### config.mk
export PLATFORM = sky130hd
export DESIGN_NAME = uart_alu_ctrl_flat
export DESIGN_NICKNAME = d
export VERILOG_FILES = /design/src/rtl/uart_alu_ctrl_if.sv /design/src/rtl/uart_alu_ctrl.sv /design/src/flat_wrapper.sv
export SDC_FILE = /design/constraint.sdc
export NUM_CORES = 1
export LEC_CHECK = 0
export CAP_MARGIN = 10
export CORE_AREA = 2 2 134 136
export CTS_BUF_LIST = sky130_fd_sc_hd__clkbuf_16
export CTS_CLUSTER_SIZE = 12
export DETAILED_ROUTE_END_ITERATION = 8
export DIE_AREA = 0 0 136 138
export GPL_TIMING_DRIVEN = 0
export PLACE_DENSITY = 0.75
export REMOVE_ABC_BUFFERS = 1
export SETUP_SLACK_MARGIN = 0.05
export SYNTH_ARGS = -nofsm -noshare
export SYNTH_HDL_FRONTEND = slang
export SYNTH_SLANG_ARGS = --single-unit
### constraint.sdc
create_clock -name clk -period 3.4 [get_ports clk]
set_input_delay 0.51 -clock clk [delete_from_list [all_inputs] [get_ports clk]]
set_output_delay 0.51 -clock clk [all_outputs]
set_load 0.05 [all_outputs]
### src/rtl/uart_alu_ctrl_if.sv
// rtl/uart_alu_ctrl_if.sv - receive/transmit byte streams between UART core and command sequencer
interface uart_alu_ctrl_if;
   logic [7:0] rx_tdata;
   logic       rx_tvalid;
   logic       rx_tready;
   logic [7:0] tx_tdata;
   logic       tx_tvalid;
   logic       tx_tready;

   modport master (
      output rx_tdata, rx_tvalid, tx_tready,
      input  rx_tready, tx_tdata, tx_tvalid
   );
   modport slave (
      input  rx_tdata, rx_tvalid, tx_tready,
      output rx_tready, tx_tdata, tx_tvalid
   );
endinterface

### src/rtl/uart_alu_ctrl.sv
// rtl/uart_alu_ctrl.sv - UART command sequencer: echo, 32-bit add and prescale configuration
// UART_ALU_RESP_HDR_EN prefixes each response with {opcode, 0x00, RLEN lo, RLEN hi}.
module uart_alu_ctrl #(
   parameter logic [15:0] PRESCALE_RST = 16'd13,
   parameter logic [15:0] MAX_LEN      = 16'd1024
) (
   input  logic           clk,
   input  logic           rst_n,
   uart_alu_ctrl_if.slave s,
   input  logic           rx_frame_error_i,
   output logic [15:0]    prescale_o,
   output logic           busy_o,
   output logic           err_o
);
   localparam logic [7:0] OP_ECHO = 8'hEC;
   localparam logic [7:0] OP_ADD  = 8'hA5;
   localparam logic [7:0] OP_CFG  = 8'hC0;
`ifdef UART_ALU_RESP_HDR_EN
   localparam logic [2:0] ADD_LAST = 3'd7;
`else
   localparam logic [2:0] ADD_LAST = 3'd3;
`endif

   typedef enum logic [3:0] {
      S_OP, S_RSVD, S_LEN_LO, S_LEN_HI, S_ECHO,
      S_ADD_RX, S_ADD_TX, S_CFG_RX, S_DRAIN, S_HDR_TX
   } state_t;

   state_t      state_q, state_d, hdr_next_q, hdr_next_d;
   logic [7:0]  opc_q, opc_d, len_lo_q, len_lo_d, tx_tdata_q, tx_tdata_d;
   logic [15:0] cnt_q, cnt_d, prescale_q, prescale_d;
   logic [31:0] op_q, op_d, acc_q, acc_d;
   logic [55:0] resp_q, resp_d;
   logic [2:0]  resp_left_q, resp_left_d;
   logic [1:0]  bidx_q, bidx_d;
   logic        tx_tvalid_q, tx_tvalid_d, rx_tready_q, rx_tready_d;
   logic        busy_q, busy_d, err_q, err_d;

   logic        rx_fire, tx_fire, start_en, opc_ok;
   logic [2:0]  start_last;
   logic [63:0] start_vec;
   logic [15:0] len_w, cfg_w;
   logic [31:0] op_w, sum_w;

   function automatic logic [63:0] add_resp(input logic [31:0] sum);
`ifdef UART_ALU_RESP_HDR_EN
      return {sum, 16'd8, 8'h00, OP_ADD};
`else
      return {32'd0, sum};
`endif
   endfunction

   assign rx_fire = s.rx_tvalid && rx_tready_q;
   assign tx_fire = tx_tvalid_q && s.tx_tready;
   assign len_w   = {s.rx_tdata, len_lo_q};
   assign cfg_w   = {s.rx_tdata, op_q[7:0]};
   assign op_w    = op_q | ({24'd0, s.rx_tdata} << {bidx_q, 3'b000});
   assign sum_w   = acc_q + op_w;
   assign opc_ok  = (opc_q == OP_ECHO) || (opc_q == OP_ADD) || (opc_q == OP_CFG);

   always_comb begin
      state_d     = state_q;
      hdr_next_d  = hdr_next_q;
      opc_d       = opc_q;
      len_lo_d    = len_lo_q;
      tx_tdata_d  = tx_tdata_q;
      tx_tvalid_d = tx_tvalid_q && !tx_fire;
      cnt_d       = cnt_q;
      prescale_d  = prescale_q;
      op_d        = op_q;
      acc_d       = acc_q;
      resp_d      = resp_q;
      resp_left_d = resp_left_q;
      bidx_d      = bidx_q;
      err_d       = err_q;
      start_en    = 1'b0;
      start_vec   = 64'd0;
      start_last  = 3'd0;

      case (state_q)
         S_OP:     if (rx_fire) begin opc_d = s.rx_tdata; state_d = S_RSVD; end
         S_RSVD:   if (rx_fire) state_d = S_LEN_LO;
         S_LEN_LO: if (rx_fire) begin len_lo_d = s.rx_tdata; state_d = S_LEN_HI; end
         S_LEN_HI: if (rx_fire) begin
            cnt_d   = len_w - 16'd4;
            state_d = S_OP;
            if (len_w < 16'd4 || len_w > MAX_LEN || !opc_ok) begin
               err_d   = 1'b1;
               cnt_d   = (len_w > 16'd4) ? len_w - 16'd4 : 16'd0;
               state_d = (len_w > 16'd4) ? S_DRAIN : S_OP;
            end else if (len_w == 16'd4) begin
               if (opc_q == OP_ADD) begin
                  start_en   = 1'b1;
                  start_vec  = add_resp(32'd0);
                  start_last = ADD_LAST;
                  state_d    = S_ADD_TX;
               end
            end else if (opc_q == OP_ECHO) begin
`ifdef UART_ALU_RESP_HDR_EN
               start_en   = 1'b1;
               start_vec  = {32'd0, len_w, 8'h00, OP_ECHO};
               start_last = 3'd3;
               hdr_next_d = S_ECHO;
               state_d    = S_HDR_TX;
`else
               state_d = S_ECHO;
`endif
            end else if (opc_q == OP_ADD) begin
               state_d = S_ADD_RX;
            end else if (len_w == 16'd6) begin
               state_d = S_CFG_RX;
            end else begin
               err_d   = 1'b1;
               state_d = S_DRAIN;
            end
         end
         // The tx output register doubles as the one-byte echo holding register.
         S_ECHO: begin
            if (rx_fire) begin
               tx_tvalid_d = 1'b1;
               tx_tdata_d  = s.rx_tdata;
               cnt_d       = cnt_q - 16'd1;
            end else if (tx_fire && cnt_q == 16'd0) begin
               err_d   = 1'b0;
               state_d = S_OP;
            end
         end
         S_ADD_RX: if (rx_fire) begin
            cnt_d = cnt_q - 16'd1;
            if (bidx_q == 2'd3 || cnt_q == 16'd1) begin
               acc_d  = sum_w;
               op_d   = 32'd0;
               bidx_d = 2'd0;
            end else begin
               op_d   = op_w;
               bidx_d = bidx_q + 2'd1;
            end
            if (cnt_q == 16'd1) begin
               start_en   = 1'b1;
               start_vec  = add_resp(sum_w);
               start_last = ADD_LAST;
               state_d    = S_ADD_TX;
            end
         end
         S_ADD_TX, S_HDR_TX: if (tx_fire) begin
            if (resp_left_q != 3'd0) begin
               tx_tvalid_d = 1'b1;
               tx_tdata_d  = resp_q[7:0];
               resp_d      = resp_q >> 8;
               resp_left_d = resp_left_q - 3'd1;
            end else begin
               acc_d   = 32'd0;
               state_d = (state_q == S_HDR_TX) ? hdr_next_q : S_OP;
            end
         end
         S_CFG_RX: if (rx_fire) begin
            cnt_d = cnt_q - 16'd1;
            if (cnt_q == 16'd2) begin
               op_d = {24'd0, s.rx_tdata};
            end else begin
               op_d    = 32'd0;
               state_d = S_OP;
               if (cfg_w == 16'd0) begin
                  err_d = 1'b1;
               end else begin
                  prescale_d = cfg_w;
`ifdef UART_ALU_RESP_HDR_EN
                  start_en   = 1'b1;
                  start_vec  = {32'd0, 16'd4, 8'h00, OP_CFG};
                  start_last = 3'd3;
                  hdr_next_d = S_OP;
                  state_d    = S_HDR_TX;
`endif
               end
            end
         end
         S_DRAIN: if (rx_fire) begin
            cnt_d = cnt_q - 16'd1;
            if (cnt_q == 16'd1) state_d = S_OP;
         end
         default: state_d = S_OP;
      endcase

      if (start_en) begin
         tx_tvalid_d = 1'b1;
         tx_tdata_d  = start_vec[7:0];
         resp_d      = start_vec[63:8];
         resp_left_d = start_last;
      end

      if (rx_frame_error_i) begin
         state_d     = S_OP;
         err_d       = 1'b1;
         cnt_d       = 16'd0;
         op_d        = 32'd0;
         acc_d       = 32'd0;
         bidx_d      = 2'd0;
         resp_d      = 56'd0;
         resp_left_d = 3'd0;
         tx_tvalid_d = 1'b0;
         tx_tdata_d  = 8'd0;
      end

      case (state_d)
         S_OP, S_RSVD, S_LEN_LO, S_LEN_HI, S_ADD_RX, S_CFG_RX, S_DRAIN: rx_tready_d = 1'b1;
         S_ECHO:  rx_tready_d = !tx_tvalid_d;
         default: rx_tready_d = 1'b0;
      endcase
      busy_d = (state_d != S_OP);
   end

   always_ff @(posedge clk or negedge rst_n) begin
      if (!rst_n) begin
         state_q     <= S_OP;
         hdr_next_q  <= S_OP;
         opc_q       <= 8'd0;
         len_lo_q    <= 8'd0;
         tx_tdata_q  <= 8'd0;
         tx_tvalid_q <= 1'b0;
         rx_tready_q <= 1'b0;
         cnt_q       <= 16'd0;
         prescale_q  <= PRESCALE_RST;
         op_q        <= 32'd0;
         acc_q       <= 32'd0;
         resp_q      <= 56'd0;
         resp_left_q <= 3'd0;
         bidx_q      <= 2'd0;
         busy_q      <= 1'b0;
         err_q       <= 1'b0;
      end else begin
         state_q     <= state_d;
         hdr_next_q  <= hdr_next_d;
         opc_q       <= opc_d;
         len_lo_q    <= len_lo_d;
         tx_tdata_q  <= tx_tdata_d;
         tx_tvalid_q <= tx_tvalid_d;
         rx_tready_q <= rx_tready_d;
         cnt_q       <= cnt_d;
         prescale_q  <= prescale_d;
         op_q        <= op_d;
         acc_q       <= acc_d;
         resp_q      <= resp_d;
         resp_left_q <= resp_left_d;
         bidx_q      <= bidx_d;
         busy_q      <= busy_d;
         err_q       <= err_d;
      end
   end

   assign s.rx_tready = rx_tready_q;
   assign s.tx_tdata  = tx_tdata_q;
   assign s.tx_tvalid = tx_tvalid_q;
   assign prescale_o  = prescale_q;
   assign busy_o      = busy_q;
   assign err_o       = err_q;
endmodule

### src/flat_wrapper.sv
// flat-port wrapper written by rule: the top's interface ports become plain ports
module uart_alu_ctrl_flat 
#(
   parameter logic [15:0] PRESCALE_RST = 16'd13,
   parameter logic [15:0] MAX_LEN      = 16'd1024
)
  (clk, rst_n, rx_frame_error_i, prescale_o, busy_o, err_o, s_rx_tdata, s_rx_tvalid, s_tx_tready, s_rx_tready, s_tx_tdata, s_tx_tvalid);
  uart_alu_ctrl_if s_i ();
  input  logic clk;
  input  logic rst_n;
  input  logic rx_frame_error_i;
  output logic [15:0] prescale_o;
  output logic busy_o;
  output logic err_o;
  input wire logic [$bits(s_i.rx_tdata)-1:0] s_rx_tdata;
  input wire logic [$bits(s_i.rx_tvalid)-1:0] s_rx_tvalid;
  input wire logic [$bits(s_i.tx_tready)-1:0] s_tx_tready;
  output wire logic [$bits(s_i.rx_tready)-1:0] s_rx_tready;
  output wire logic [$bits(s_i.tx_tdata)-1:0] s_tx_tdata;
  output wire logic [$bits(s_i.tx_tvalid)-1:0] s_tx_tvalid;
  assign s_i.rx_tdata = s_rx_tdata;
  assign s_i.rx_tvalid = s_rx_tvalid;
  assign s_i.tx_tready = s_tx_tready;
  assign s_rx_tready = s_i.rx_tready;
  assign s_tx_tdata = s_i.tx_tdata;
  assign s_tx_tvalid = s_i.tx_tvalid;
  uart_alu_ctrl #(.PRESCALE_RST(PRESCALE_RST), .MAX_LEN(MAX_LEN)) u_core (.clk(clk), .rst_n(rst_n), .s(s_i), .rx_frame_error_i(rx_frame_error_i), .prescale_o(prescale_o), .busy_o(busy_o), .err_o(err_o));
endmodule
==> results of run 1 <==
-- layout make-up --
class,instances,area [sq um],share of cell area
multi-input cells,747,5366,0.4948
flip-flops and latches,157,3935,0.3628
repair buffers,59,615.6,0.05676
clock buffers,17,425.4,0.03922
well taps,229,286.5,0.02642
clock inverters,15,145.1,0.01338
inverters,19,71.32,0.006576
-- final timing paths --
| check | start | end | slack, ns | depth (start not counted) |
|---|---|---|---|---|
| worst min register to register | u_core.resp_q[3]$_DFFE_PN0P_ | u_core.resp_q[3]$_DFFE_PN0P_ | 0.47 | 2 |
| max in group asynchronous | rst_n | u_core.bidx_q[0]$_DFFE_PN0P_ | 1.99 | 3 |
| min in group asynchronous | rst_n | u_core.prescale_o[8]$_DFFE_PN0P_ | 0.54 | 2 |
| worst max register to register | u_core.bidx_q[1]$_DFFE_PN0P_ | u_core.resp_q[22]$_DFFE_PN0P_ | 0.12 | 11 |
| worst max-delay path | s_rx_tdata[6] | u_core.resp_q[22]$_DFFE_PN0P_ | 0.12 | 10 |
| worst min-delay path | u_core.resp_q[3]$_DFFE_PN0P_ | u_core.resp_q[3]$_DFFE_PN0P_ | 0.47 | 2 |
-- report_power, final --
part	switching [mW]	internal, mW
registers	0.182	2.01
logic	0.548	0.378
clock network	0.792	1.07
total	1.52	3.46
-- what timing repair did --
| item | in CTS | in global routing |
|---|---|---|
| hold buffers | 1 | 0 |
| buffers inserted | 3 | 7 |
| hold endpoints to repair | 40 | 0 |
| pin swaps | 1 | 8 |
| setup endpoints to repair | 56 | 51 |
| resized for setup | 31 | 29 |
-- registers in the layout (all words and copies together), names as in the netlist --
| signal | cells |
|---|---|
| u_core.err_o | 1 |
| u_core.op_q | 32 |
| u_core.acc_q | 32 |
| u_core.cnt_q | 16 |
| u_core.s.tx_tvalid | 1 |
| u_core.s.rx_tready | 1 |
| u_core.prescale_o | 16 |
| u_core.len_lo_q | 8 |
| u_core.state_q | 4 |
| u_core.resp_left_q | 3 |
| u_core.busy_o | 1 |
| u_core.resp_q | 24 |
| u_core.bidx_q | 2 |
| u_core.s.tx_tdata | 8 |
| u_core.opc_q | 8 |
-- placed cells by master, fill, tap and decap left out, drive strengths merged, types with 16 or more instances in the layout --
master           n
ha              41
xnor2           34
a21o            49
clkdlybuf4s50   30
buf             21
mux2            31
dfrtp          154
nor3            24
xor2            17
clkbuf          20
o21ai           70
and3            17
a21oi           53
a22o            60
nor2            68
nand2           95
inv             21
a22oi           16
-- synth_stat cells, types with 11 or more instances --
cell	count
a21o_1	49
a21oi_1	51
a22o_1	60
a22oi_1	16
and3_1	17
buf_2	14
clkbuf_1	31
dfrtp_1	154
ha_1	41
inv_1	18
mux2_2	31
nand2_1	94
nand3_1	15
nor2_1	68
nor3_1	21
nor4_1	11
o21ai_0	70
xnor2_1	34
xor2_1	17
-- kinds of logic after synthesis --
kind of cell | share of synthesized area
AND/OR/NAND/NOR | 0.1534
AO/OA/AOI/OAI | 0.2474
adder cells (fa/ha/maj) | 0.05701
buffers and inverters | 0.02797
multiplexers | 0.04590
XOR/XNOR | 0.04777
flip-flops | 0.4206
-- per-stage QoR --
step	cells	instance area [sq um]	hold WS, ns
CTS	1237	10710	0.4742
floorplan	923	9160	0.2144
global route	1243	10850	0.5082
finish	1243	10850	0.4719
detailed placement	1201	10070	0.4159
global placement	1192	9847	0.4515
-- tightest hold or removal path: cells and delay by family, from the launching register on --
kind | cells | cell delay, ns
DFF | 1 | 0.34
and+or+nand+nor | 2 | 0.10
-- routing by layer --
metal	global-route usage	wire (microns)	up-vias
li1	-	-	3664
met1	0.4048	11220	3914
met2	0.4068	11450	340
met3	0.05244	1696	54
met4	0.1075	735	0
met5	0	0	-
==> results_dict.tcl, run 1 <==
set metrics [dict create \
    hold_violations 0 \
    synth_edf_count 0 \
    ys_top_cells_by_area "dfrtp_1 (41%), a22o_1 (5.6%), ha_1 (5.5%)" \
    drt_iter0_drc 836 \
    initial_core_util 0.5333 \
    worst_slack_ns 0.1189 \
    post-route-min-period_ns 3.281 \
    cts_buffer_depth 2 \
    place_ws_ns -1.114 \
    drc 0 \
    crit_slowest_cell "dlygate4sd2_1" \
    root_buffer "clkbuf_16" \
    crit_path_start_kind "input pin" \
    viasPerCell 6.414 \
    total_power_mw 4.982 \
    yosysSeqAreaShare 0.4206 \
    wirelength_microns 25100 \
    tightest_slew_ns 1.372 \
    grtUsageTotal 0.2769 \
    tns_ns 0 \
    wl_per_cell_microns 20.19 \
    synth_top_area_cell "dfrtp_1" \
    crit_arrival_ns 3.61 \
    synthArstFlopShare 1.000 \
    htreeDepth 4 \
    clkSinkCount 157 \
    leakage_nw 5.238 \
    yosys_warnings 0 \
    via_count 7972 \
    num_rows 49 \
    critPathBufInv 1 \
    clock_latency_ns 0.44 \
    layout-drive-gt1-share 0.1430 \
    crit_type "in -> reg" \
    synth_area_per_cell_sq_um 9.649 \
    antenna_found_initial 0 \
    clk_pin_slew_worst_paths_ns 0.07 \
    synthToLayoutAreaGrowth_pct 15.99 \
    tritoncts "yes" \
    setup_violations 0 \
    final_nets 1056 \
    gp_congestion 0.9261 \
    ys_ff_latch 157 \
    antenna_cells 0 \
    crit_required_ns 3.72 \
    port_buffers 40 \
    core_area_sq_um 17530 \
    synth_flop_cell "dfrtp_1" \
    final-max-slew-violation-count 0 \
    hold_class "reg -> reg" \
    grt_max_degree 118 \
    grt_pass1_wl_microns 40790 \
    end_kind "register" \
    post-route-util 0.6185 \
    num_io_pins 41 \
    dp_hpwl_microns 16980 \
    first_pass_iters 6 \
    path_cells "dlygate4sd2_1 > a21o_1 > ha_1 > and3_1 > and4_1 > or3_4 > a2111o_1 > a31oi_4 > xnor2_2 > a22o_1" \
    critPathTopFamily "compound AO/OA/AOI/OAI gates" \
    rsz0062_at_grt "true" \
    n_fill_cell 1477 \
    powerDensity_nw_per_um2 459.4 \
    die_w_microns 136 \
    outcome "completed" \
    cpPeakStageDelay_ns 0.64 \
    maxCapViolCount 0 \
    vdd_drop_max_mv 0.3613 \
    grt.overflow.total 0 \
    fmax_ghz 0.3048 \
    skew_ns 0.01015 \
    grt_pass1_vias 7522 \
    final_antenna_net_count 0 \
    finalCritPeriodShare 0.9650 \
    synth_cell_type_count 71 \
    cts_made_buffers 17 \
    die-area_sq_um 18770 \
    synth_top_area_frac 0.4122 \
    critPathMaxFanout 13 \
    relSlewSlack 0.08540 \
    die_h_microns 138 \
    synthCells 969 \
    syn_area_sq_um 9350 \
]
(Power assumes the default switching activity.)
==> inputs of run 2 (changes only) <==
--- a/config.mk
+++ b/config.mk
@@ -6,13 +6,16 @@
 export NUM_CORES = 1
 export LEC_CHECK = 0
 export CAP_MARGIN = 10
-export CORE_AREA = 2 2 134 136
+export CELL_PAD_IN_SITES_DETAIL_PLACEMENT = 1
+export CELL_PAD_IN_SITES_GLOBAL_PLACEMENT = 2
+export CORE_AREA = 2 2 165 167
 export CTS_BUF_LIST = sky130_fd_sc_hd__clkbuf_16
 export CTS_CLUSTER_SIZE = 12
 export DETAILED_ROUTE_END_ITERATION = 8
-export DIE_AREA = 0 0 136 138
+export DIE_AREA = 0 0 167 169
+export GPL_ROUTABILITY_DRIVEN = 0
 export GPL_TIMING_DRIVEN = 0
-export PLACE_DENSITY = 0.75
+export PLACE_DENSITY = 0.87
 export REMOVE_ABC_BUFFERS = 1
 export SETUP_SLACK_MARGIN = 0.05
 export SYNTH_ARGS = -nofsm -noshare
==> results_dict.tcl, run 2 (same netlist as run 1, synthesis figures left out) <==
set metrics [dict create \
    htreeDepth 4 \
    tritoncts "yes" \
    drt_iter0_drc 450 \
    maxCapViolCount 0 \
    antenna_cells 0 \
    final_antenna_net_count 0 \
    first_pass_iters 5 \
    layout_common_cells "dfrtp_1 (152), nand2_1 (93), o21ai_0 (69)" \
    outcome "completed" \
    die_h_microns 169 \
    layout-drive-gt1-share 0.1579 \
    via_count 7894 \
    clock_latency_ns 0.43 \
    initial_core_util 0.3528 \
    tightest_slew_ns 1.369 \
    place_area_sq_um 10240 \
    layout_commonest_cell "dfrtp_1" \
    crit_path_start_kind "register" \
    wirelength_microns 29010 \
    num_io_pins 41 \
    cts_made_buffers 17 \
    swShare 0.3003 \
    crit_type "reg -> reg" \
    root_buffer "clkbuf_16" \
    clkSinkCount 157 \
    leakage_nw 5.304 \
    die-area_sq_um 28220 \
    vdd_drop_max_mv 0.2762 \
    netSwitchingPower_mw 1.585 \
    port_buffers 40 \
    end_kind "register" \
    num_rows 60 \
    synthToLayoutAreaGrowth_pct 19.66 \
    final-max-slew-violation-count 0 \
    powerDensity_nw_per_um2 471.8 \
    finalCritPeriodShare 0.9966 \
    wl_per_cell_microns 21.22 \
    grt.overflow.total 0 \
    clkPwrFrac 0.403 \
    top_regs "u_core.acc_q (32), u_core.op_q (32), u_core.resp_q (24)" \
    core_area_sq_um 26500 \
    setup_violations 0 \
    crit_required_ns 3.72 \
    postLayoutCellArea_sq_um 11190 \
    final_nets 1068 \
    grt_pass1_wl_microns 46530 \
    drc 0 \
    die_w_microns 167 \
    multi_input_area_sq_um 5378 \
    rsz0062_at_grt "true" \
    grtUsageTotal 0.2094 \
    clk_pin_slew_worst_paths_ns 0.06 \
    dp_hpwl_microns 19640 \
    intPower_mw 3.694 \
    total_power_mw 5.279 \
    post-route-min-period_ns 3.389 \
    skew_ns 0.01044 \
    hold_violations 0 \
    n_fill_cell 2946 \
    cts_buffer_depth 2 \
    relSlewSlack 0.08718 \
    grt_pass1_vias 8207 \
    p_comb_frac 0.181 \
    crit_arrival_ns 3.71 \
    fmax_ghz 0.2951 \
    critPathMaxFanout 8 \
    power_frac_seq 0.416 \
    antenna_found_initial 0 \
    grt_max_degree 121 \
    viasPerCell 5.775 \
    holdWs_ns 0.4785 \
    hold_class "reg -> reg" \
    seq_area_sq_um 3935 \
]
[run 2: cell count changes in the layout (fill, tap and decap cells not counted), sizes merged, moves of 2 or more]
cell,change
bufinv,+3
buf,+13
clkbuf,-2
clkdlybuf4s15,+2
clkinv,-5
[run 2: timing repair]
action | CTS | global route
buffers inserted | 9 | 10
pin swaps | 9 | 12
endpoints found under the hold margin | 36 | 0
hold buffers | 1 | 0
setup endpoints to repair | 66 | 50
resized for setup | 48 | 21
[run 2: metrics by stage]
step / setup WS (ns) / util / cells / setup TNS, ns
2_1_floorplan: 0.01416 / - / 923 / 0
4_1_cts: 0.05298 / 0.4163 / 1357 / 0
3_5_place_dp: -1.333 / 0.3864 / 1315 / -60.64
5_1_grt: -0.06248 / 0.4222 / 1367 / -0.2112
3_3_place_gp: -4.853 / 0.3769 / 1304 / -947.75
6_report: 0.01141 / 0.4222 / 1367 / 0
[run 2: area by class of cell]
class	instances	share of cell area
flip-flops and latches	157	0.3517
multi-input cells	747	0.4807
clock buffers	17	0.03802
clock inverters	15	0.01968
inverters	19	0.006374
repair buffers	71	0.06542
well taps	341	0.03813
[run 2: layer usage]
layer / vias to the layer above / track usage / share of wire
met5: - / 0 / 0
met4: 0 / 0.05960 / 0.018
met3: 33 / 0.03694 / 0.036
met2: 140 / 0.3518 / 0.49
met1: 4032 / 0.2779 / 0.45
li1: 3689 / - / -
[run 2: final timing paths]
check                                              start                                to  slack, ns  cells past startpoint
min reg2reg                u_core.resp_q[16]$_DFFE_PN0P_      u_core.resp_q[8]$_DFFE_PN0P_       0.48                      2
max reg2reg                 u_core.bidx_q[1]$_DFFE_PN0P_      u_core.acc_q[30]$_DFFE_PN0P_       0.01                     12
max in group asynchronous                          rst_n      u_core.bidx_q[0]$_DFFE_PN0P_       1.89                      3
max                         u_core.bidx_q[1]$_DFFE_PN0P_      u_core.acc_q[30]$_DFFE_PN0P_       0.01                     12
min in group asynchronous                          rst_n  u_core.prescale_o[5]$_DFFE_PN0P_       0.55                      2
min                        u_core.resp_q[16]$_DFFE_PN0P_      u_core.resp_q[8]$_DFFE_PN0P_       0.48                      2
[run 2: critical path: stages, from the launching register on]
cell	delay, ns
dfrtp_2	0.45
buf_4	0.16
nor2b_4	0.26
a21o_1	0.24
ha_4	0.25
a21o_1	0.17
a21o_1	0.18
a21o_1	0.19
or3_4	0.39
a2111o_1	0.42
a31oi_1	0.21
xnor2_1	0.13
a22o_1	0.21
[run 2: power by group through the flow]
stage	Sequential, mW	Combinational [mW]	Clock, mW
2_1_floorplan	2.20	0.597	0
3_3_place_gp	2.22	0.886	0
3_5_place_dp	2.22	0.939	0
4_1_cts	2.19	0.954	2.17
5_1_grt	2.22	1.06	2.24
6_report	2.19	0.955	2.13
